`config.mk`:
```
export PLATFORM = sky130hd
export DESIGN_NAME = ifu_prefetch
export DESIGN_NICKNAME = d
export VERILOG_FILES = /design/src/rtl/ifu_prefetch.sv
export SDC_FILE = /design/constraint.sdc
export NUM_CORES = 1
export LEC_CHECK = 0
export CAP_MARGIN = 20
export CORE_MARGIN = 1.5
export CORE_UTILIZATION = 51
export CTS_CLUSTER_DIAMETER = 100
export DETAILED_ROUTE_END_ITERATION = 12
export HOLD_SLACK_MARGIN = 0.02
export PLACE_DENSITY = 0.79
export SLEW_MARGIN = 5
export SYNTH_ARGS = -nofsm -noshare
export SYNTH_HDL_FRONTEND = slang
export SYNTH_SLANG_ARGS = --single-unit
```
`constraint.sdc`:
```
create_clock -name clk -period 3.96 [get_ports clk]
set_input_delay 0.792 -clock clk [delete_from_list [all_inputs] [get_ports clk]]
set_output_delay 0.792 -clock clk [all_outputs]
set_load 0.01 [all_outputs]
```
`src/rtl/ifu_prefetch.sv`:
```
// rtl/ifu_prefetch.sv - instruction prefetch unit: fetch PC, one outstanding request, DEPTH-entry {addr, inst} FIFO
// A redirect empties the FIFO and, if a response is still in flight, spends one FLUSH cycle swallowing it.
module ifu_prefetch #(
  parameter logic [31:0] RESET_ADDR = 32'h0000_0000,
  parameter int          DEPTH      = 2,
  parameter logic [31:0] NOP_INST   = 32'h0000_0013
) (
  input  logic        clk,
  input  logic        rst,
  input  logic        jump_en_i,
  input  logic [31:0] jump_addr_i,
  output logic        rom_req_o,
  output logic [31:0] rom_addr_o,
  input  logic        rom_gnt_i,
  input  logic        rom_rvalid_i,
  input  logic [31:0] rom_rdata_i,
  output logic [31:0] inst_o,
  output logic [31:0] inst_addr_o,
  output logic        inst_valid_o,
  input  logic        inst_ready_i
);

  localparam int PW = $clog2(DEPTH);
  localparam int CW = PW + 1;

  typedef enum logic {RUN, FLUSH} state_t;

  state_t        state, state_nx;
  logic [31:0]   pc;
  logic [31:0]   pend_addr;
  logic          pending;
  logic [31:0]   fifo_addr [DEPTH];
  logic [31:0]   fifo_inst [DEPTH];
  logic [PW-1:0] rd_ptr, wr_ptr;
  logic [CW-1:0] count;
  logic [CW-1:0] occ;
  logic          pop, push, issue, not_empty;

  assign not_empty    = (count != '0);
  assign inst_valid_o = not_empty & ~jump_en_i;
  assign inst_o       = not_empty ? fifo_inst[rd_ptr] : NOP_INST;
  assign inst_addr_o  = not_empty ? fifo_addr[rd_ptr] : 32'h0;
  assign rom_addr_o   = pc;

  assign pop   = inst_valid_o & inst_ready_i;
  // Occupancy once this cycle's pop and the in-flight word are accounted for.
  assign occ   = count + CW'(pending) - CW'(pop);
  assign issue = rom_req_o & rom_gnt_i;
  // pending is cleared on a redirect, so a stale word arriving in FLUSH is never pushed.
  assign push  = rom_rvalid_i & pending & ~jump_en_i;

  always_ff @(posedge clk or posedge rst) begin
    if (rst) state <= RUN;
    else     state <= state_nx;
  end

  always_comb begin
    state_nx  = state;
    rom_req_o = 1'b0;
    case (state)
      RUN: begin
        rom_req_o = ~rst & ~jump_en_i & (occ < CW'(DEPTH));
        if (jump_en_i && pending) state_nx = FLUSH;
      end
      FLUSH:   state_nx = RUN;
      default: state_nx = RUN;
    endcase
  end

  always_ff @(posedge clk or posedge rst) begin
    if (rst) begin
      pc        <= RESET_ADDR;
      pend_addr <= 32'h0;
      pending   <= 1'b0;
      rd_ptr    <= '0;
      wr_ptr    <= '0;
      count     <= '0;
    end else if (jump_en_i) begin
      pc      <= jump_addr_i & 32'hFFFF_FFFC;
      pending <= 1'b0;
      rd_ptr  <= '0;
      wr_ptr  <= '0;
      count   <= '0;
    end else begin
      if (issue) begin
        pc        <= pc + 32'd4;
        pend_addr <= pc;
        pending   <= 1'b1;
      end else if (push) begin
        pending <= 1'b0;
      end
      if (push) wr_ptr <= wr_ptr + PW'(1);
      if (pop)  rd_ptr <= rd_ptr + PW'(1);
      count <= count + CW'(push) - CW'(pop);
    end
  end

  always_ff @(posedge clk) begin
    if (push) begin
      fifo_addr[wr_ptr] <= pend_addr;
      fifo_inst[wr_ptr] <= rom_rdata_i;
    end
  end

  a_no_push_when_full: assert property (@(posedge clk) disable iff (rst)
    !(push && count == CW'(DEPTH)));

endmodule

```
==> impl_metrics.py <==
metrics = {
    "place": {
        "detailedPlace.worstSlack_ps": 390,
        "globalplace.congestion": 0.865,
        "place.port_buffers": 161,
        "detailed_place_hpwl_mm": 11.9,
    },
    "power": {
        "clkPwrFrac": 0.354,
        "sw_frac_of_total": 0.240,
        "sequentialPowerShare": 0.532,
        "netSwitchingPower_mw": 1.07,
        "power_leakage_nw": 3.79,
        "cellPowerDensity_nw_per_um2": 427,
        "peakVddDrop_v": 0.000303,
        "design_power_total_mw": 4.46,
        "comb_power_share": 0.114,
        "p_int_mw": 3.39,
    },
    "finish": {
        "drive_above_1_share": 0.0824,
        "most_common_library_cell_in_the_layout_ignoring_fill_and_taps": "clkdlybuf4s50_1",
        "layout.nets": 873,
        "antenna-diode-count": 0,
        "leading_cell_types_in_the_layout_fill_and_taps_excluded": "160 x clkdlybuf4s50_1, 124 x edfxtp_1, 110 x nand2_1, 80 x nor2_1",
        "area.growth.synth_to_final_pct": 30.2,
        "utilization": 0.685,
        "fill_cells": 1118,
    },
    "clock_tree": {
        "cts_tree": "built",
        "postCtsSetupBuffers": 0,
        "cts_buffers": 17,
        "clk-insertion-delay-late_ps": 430,
        "clock_sinks": 190,
        "h_tree_level_count": 4,
        "cts_max_path_buffers": 2,
        "postCtsResizedCells": 0,
        "clkTransAtPathRegs_ps": 70,
        "cts_root_buf": "clkbuf_16",
        "cts.hold.buffers_added": 0,
    },
    "setup_path": {
        "critical_path_buf_inv_count": 2,
        "timing_worst_setup_path_type": "primary input to primary output",
        "critPathSlowestCell": "clkdlybuf4s50_1",
        "path_delay_family": "buffers and inverters",
        "worst_ep_arrival_time_ps": 2800,
        "setup.worst_path.start_class": "primary input",
        "critical_path.max_stage_delay_ps": 530,
        "crit_path_cell_trace": "clkdlybuf4s50_1 > and2b_1 > mux2i_2 > nor2_1 > nor4_1 > clkdlybuf4s50_1",
        "critical_path_fanouts_max": 7,
        "worst_ep_required_time_ps": 3170,
        "worst_path_most_repeated_cell": "clkdlybuf4s50_1",
        "timing.critical_path.to_type": "primary output",
    },
    "run": {
        "maxCapViolations": 0,
    },
    "grt": {
        "grt_pass1_vias": 5525,
        "globalRouteMet2Util": 0.372,
        "grt_max_degree": 43,
        "global_route.usage.met1": 0.290,
        "grt_remaining_overflow": 0,
        "globalRoute.busiestLayer": "met2",
        "grt_first_pass_wirelength_mm": 27.9,
        "grt.total_usage": 0.220,
        "grt_antenna_before_repair": 0,
        "met3_usage": 0.0424,
    },
    "floorplanning": {
        "floorplan.initialDensity": 0.526,
        "std_cell_rows": 45,
        "dieHeight_um": 128,
        "dieArea_sq_um": 16500,
        "dieWidth_um": 128,
        "num_io_pins": 168,
        "core_area_sq_um": 15300,
    },
    "detailed_routing": {
        "route.detailed.wl_per_inst_um": 17.1,
        "detail_route.first_pass.iterations": 5,
        "detail_route.drc_violations": 0,
        "totalWireLength_mm": 17.5,
        "detail_route.vias_per_cell": 5.44,
        "drt_iter0_drc": 469,
        "postRouteAntennaNets": 0,
        "vias": 5572,
    },
    "logic_synthesis": {
        "synth.yosys.seq_area_share": 0.670,
        "synth.cell_area_sq_um": 8030,
        "synth-main-ff-cell": "edfxtp_1",
        "postSynthRegisterBits": 190,
        "synth_cells": 637,
        "synth.distinct_cells": 59,
        "yosysWarningCount": 0,
        "synthesis.area_per_instance_sq_um": 12.6,
        "ys_async_sr_fraction": 0.347,
        "synth_enable_flop_cells": 124,
    },
    "sta": {
        "layout_min_cycle_time_ps": 3590,
        "clock-skew-final_ps": 7.45,
        "max_slew_margin": 0.501,
        "timing_max_transition_violations_final": 0,
        "fmaxAchievable_mhz": 278,
        "grt_setup_unrepaired": "no",
        "worstMarginPinSlew_ps": 748,
        "final_cycle_utilization_of_the_critical_path": 0.907,
        "final.setup.worst_slack_ps": 367,
        "report.final.hold_viol_count": 0,
        "setup-violations-final": 0,
    },
    "worst_hold_path": {
        "classification_of_the_worst_slack_hold_path": "register to register",
    },
    "outcome": {
        "run_status": "finished clean",
    },
}
## cells by family after synthesis
group / synth area share
buf+inv: 0.0323
fa+ha+maj: 0.00468
compound gates: 0.0619
mux: 0.0842
xor+xnor: 0.00873
other cells: 0.000467
flops: 0.670
simple gates: 0.138
## per-stage QoR
| step | area (sq um) | cells | hold slack (ps) | TNS [ps] |
|---|---|---|---|---|
| CTS | 10400 | 1024 | 478 | 0 |
| global route | 10400 | 1024 | 490 | 0 |
| global placement | 9890 | 992 | 450 | 0 |
| floorplan | 8040 | 640 | 437 | -50470 |
| detailed placement | 9890 | 992 | 463 | 0 |
| finish | 10400 | 1024 | 470 | 0 |
## per-layer routing
layer | vias to the layer above | wire (um)
met2 | 229 | 8740
li1 | 2629 | -
met5 | - | 0
met3 | 24 | 1040
met1 | 2690 | 7520
met4 | 0 | 218
## worst paths after layout
kind	from	end	slack [ps]	cells past startpoint
setup / recovery	inst_ready_i	rom_req_o	370	6
hold / removal	pend_addr[8]$_DFFE_PP0P_	fifo_addr[1][8]$_DFFE_PP_	470	0
setup reg to reg	count[1]$_DFF_PP0_	count[1]$_DFF_PP0_	1430	9
hold reg to reg	pend_addr[8]$_DFFE_PP0P_	fifo_addr[1][8]$_DFFE_PP_	470	0
max in group asynchronous	rst	rd_ptr$_DFFE_PP0P_	2310	3
min in group asynchronous	rst	rom_addr_o[9]$_DFFE_PP0P_	870	2
## layout make-up
type,count,area [sq um],share of cell area
Clock inverter,10,77.6,0.00743
Multi-Input combinational cell,399,2440,0.233
Tap cell,211,264,0.0253
Inverter,13,48.8,0.00467
Timing Repair Buffer,179,1770,0.169
Sequential cell,190,5380,0.515
Clock buffer,22,475,0.0455
## sequential cells by signal, summed over array words and instances (netlist names)
signal and flops:
state 1, pend_addr 30, fifo_addr 60, pending 1, rom_addr_o 30, count 2
fifo_inst 64, rd_ptr 1, wr_ptr 1
## power groups by stage
stage	registers [mW]	logic, mW	clock network [mW]
2_1_floorplan	2.38	0.250	0
3_3_place_gp	2.40	0.494	0
3_5_place_dp	2.41	0.510	0
4_1_cts	2.37	0.514	1.61
5_1_grt	2.39	0.557	1.68
6_report	2.37	0.509	1.58
## synthesized netlist by cell type (4+ instances only)
cell type | n | area share
buf_4 | 6 | 0.0056
a311oi_1 | 6 | 0.0065
o211ai_1 | 5 | 0.0047
o21ai_0 | 18 | 0.011
nor2_1 | 83 | 0.039
nand4_1 | 8 | 0.0062
o311ai_0 | 9 | 0.0098
and2_1 | 5 | 0.0039
inv_1 | 13 | 0.0061
mux2i_1 | 65 | 0.081
dfrtp_1 | 66 | 0.21
a221o_1 | 4 | 0.0050
buf_2 | 6 | 0.0037
edfxtp_1 | 124 | 0.46
or3_1 | 4 | 0.0031
nand2_1 | 110 | 0.051
nor3_1 | 5 | 0.0031
nand3_1 | 13 | 0.0081
clkbuf_1 | 19 | 0.0089
xor2_1 | 5 | 0.0055
and3_1 | 4 | 0.0031
Power figures use the tool's default switching activity.
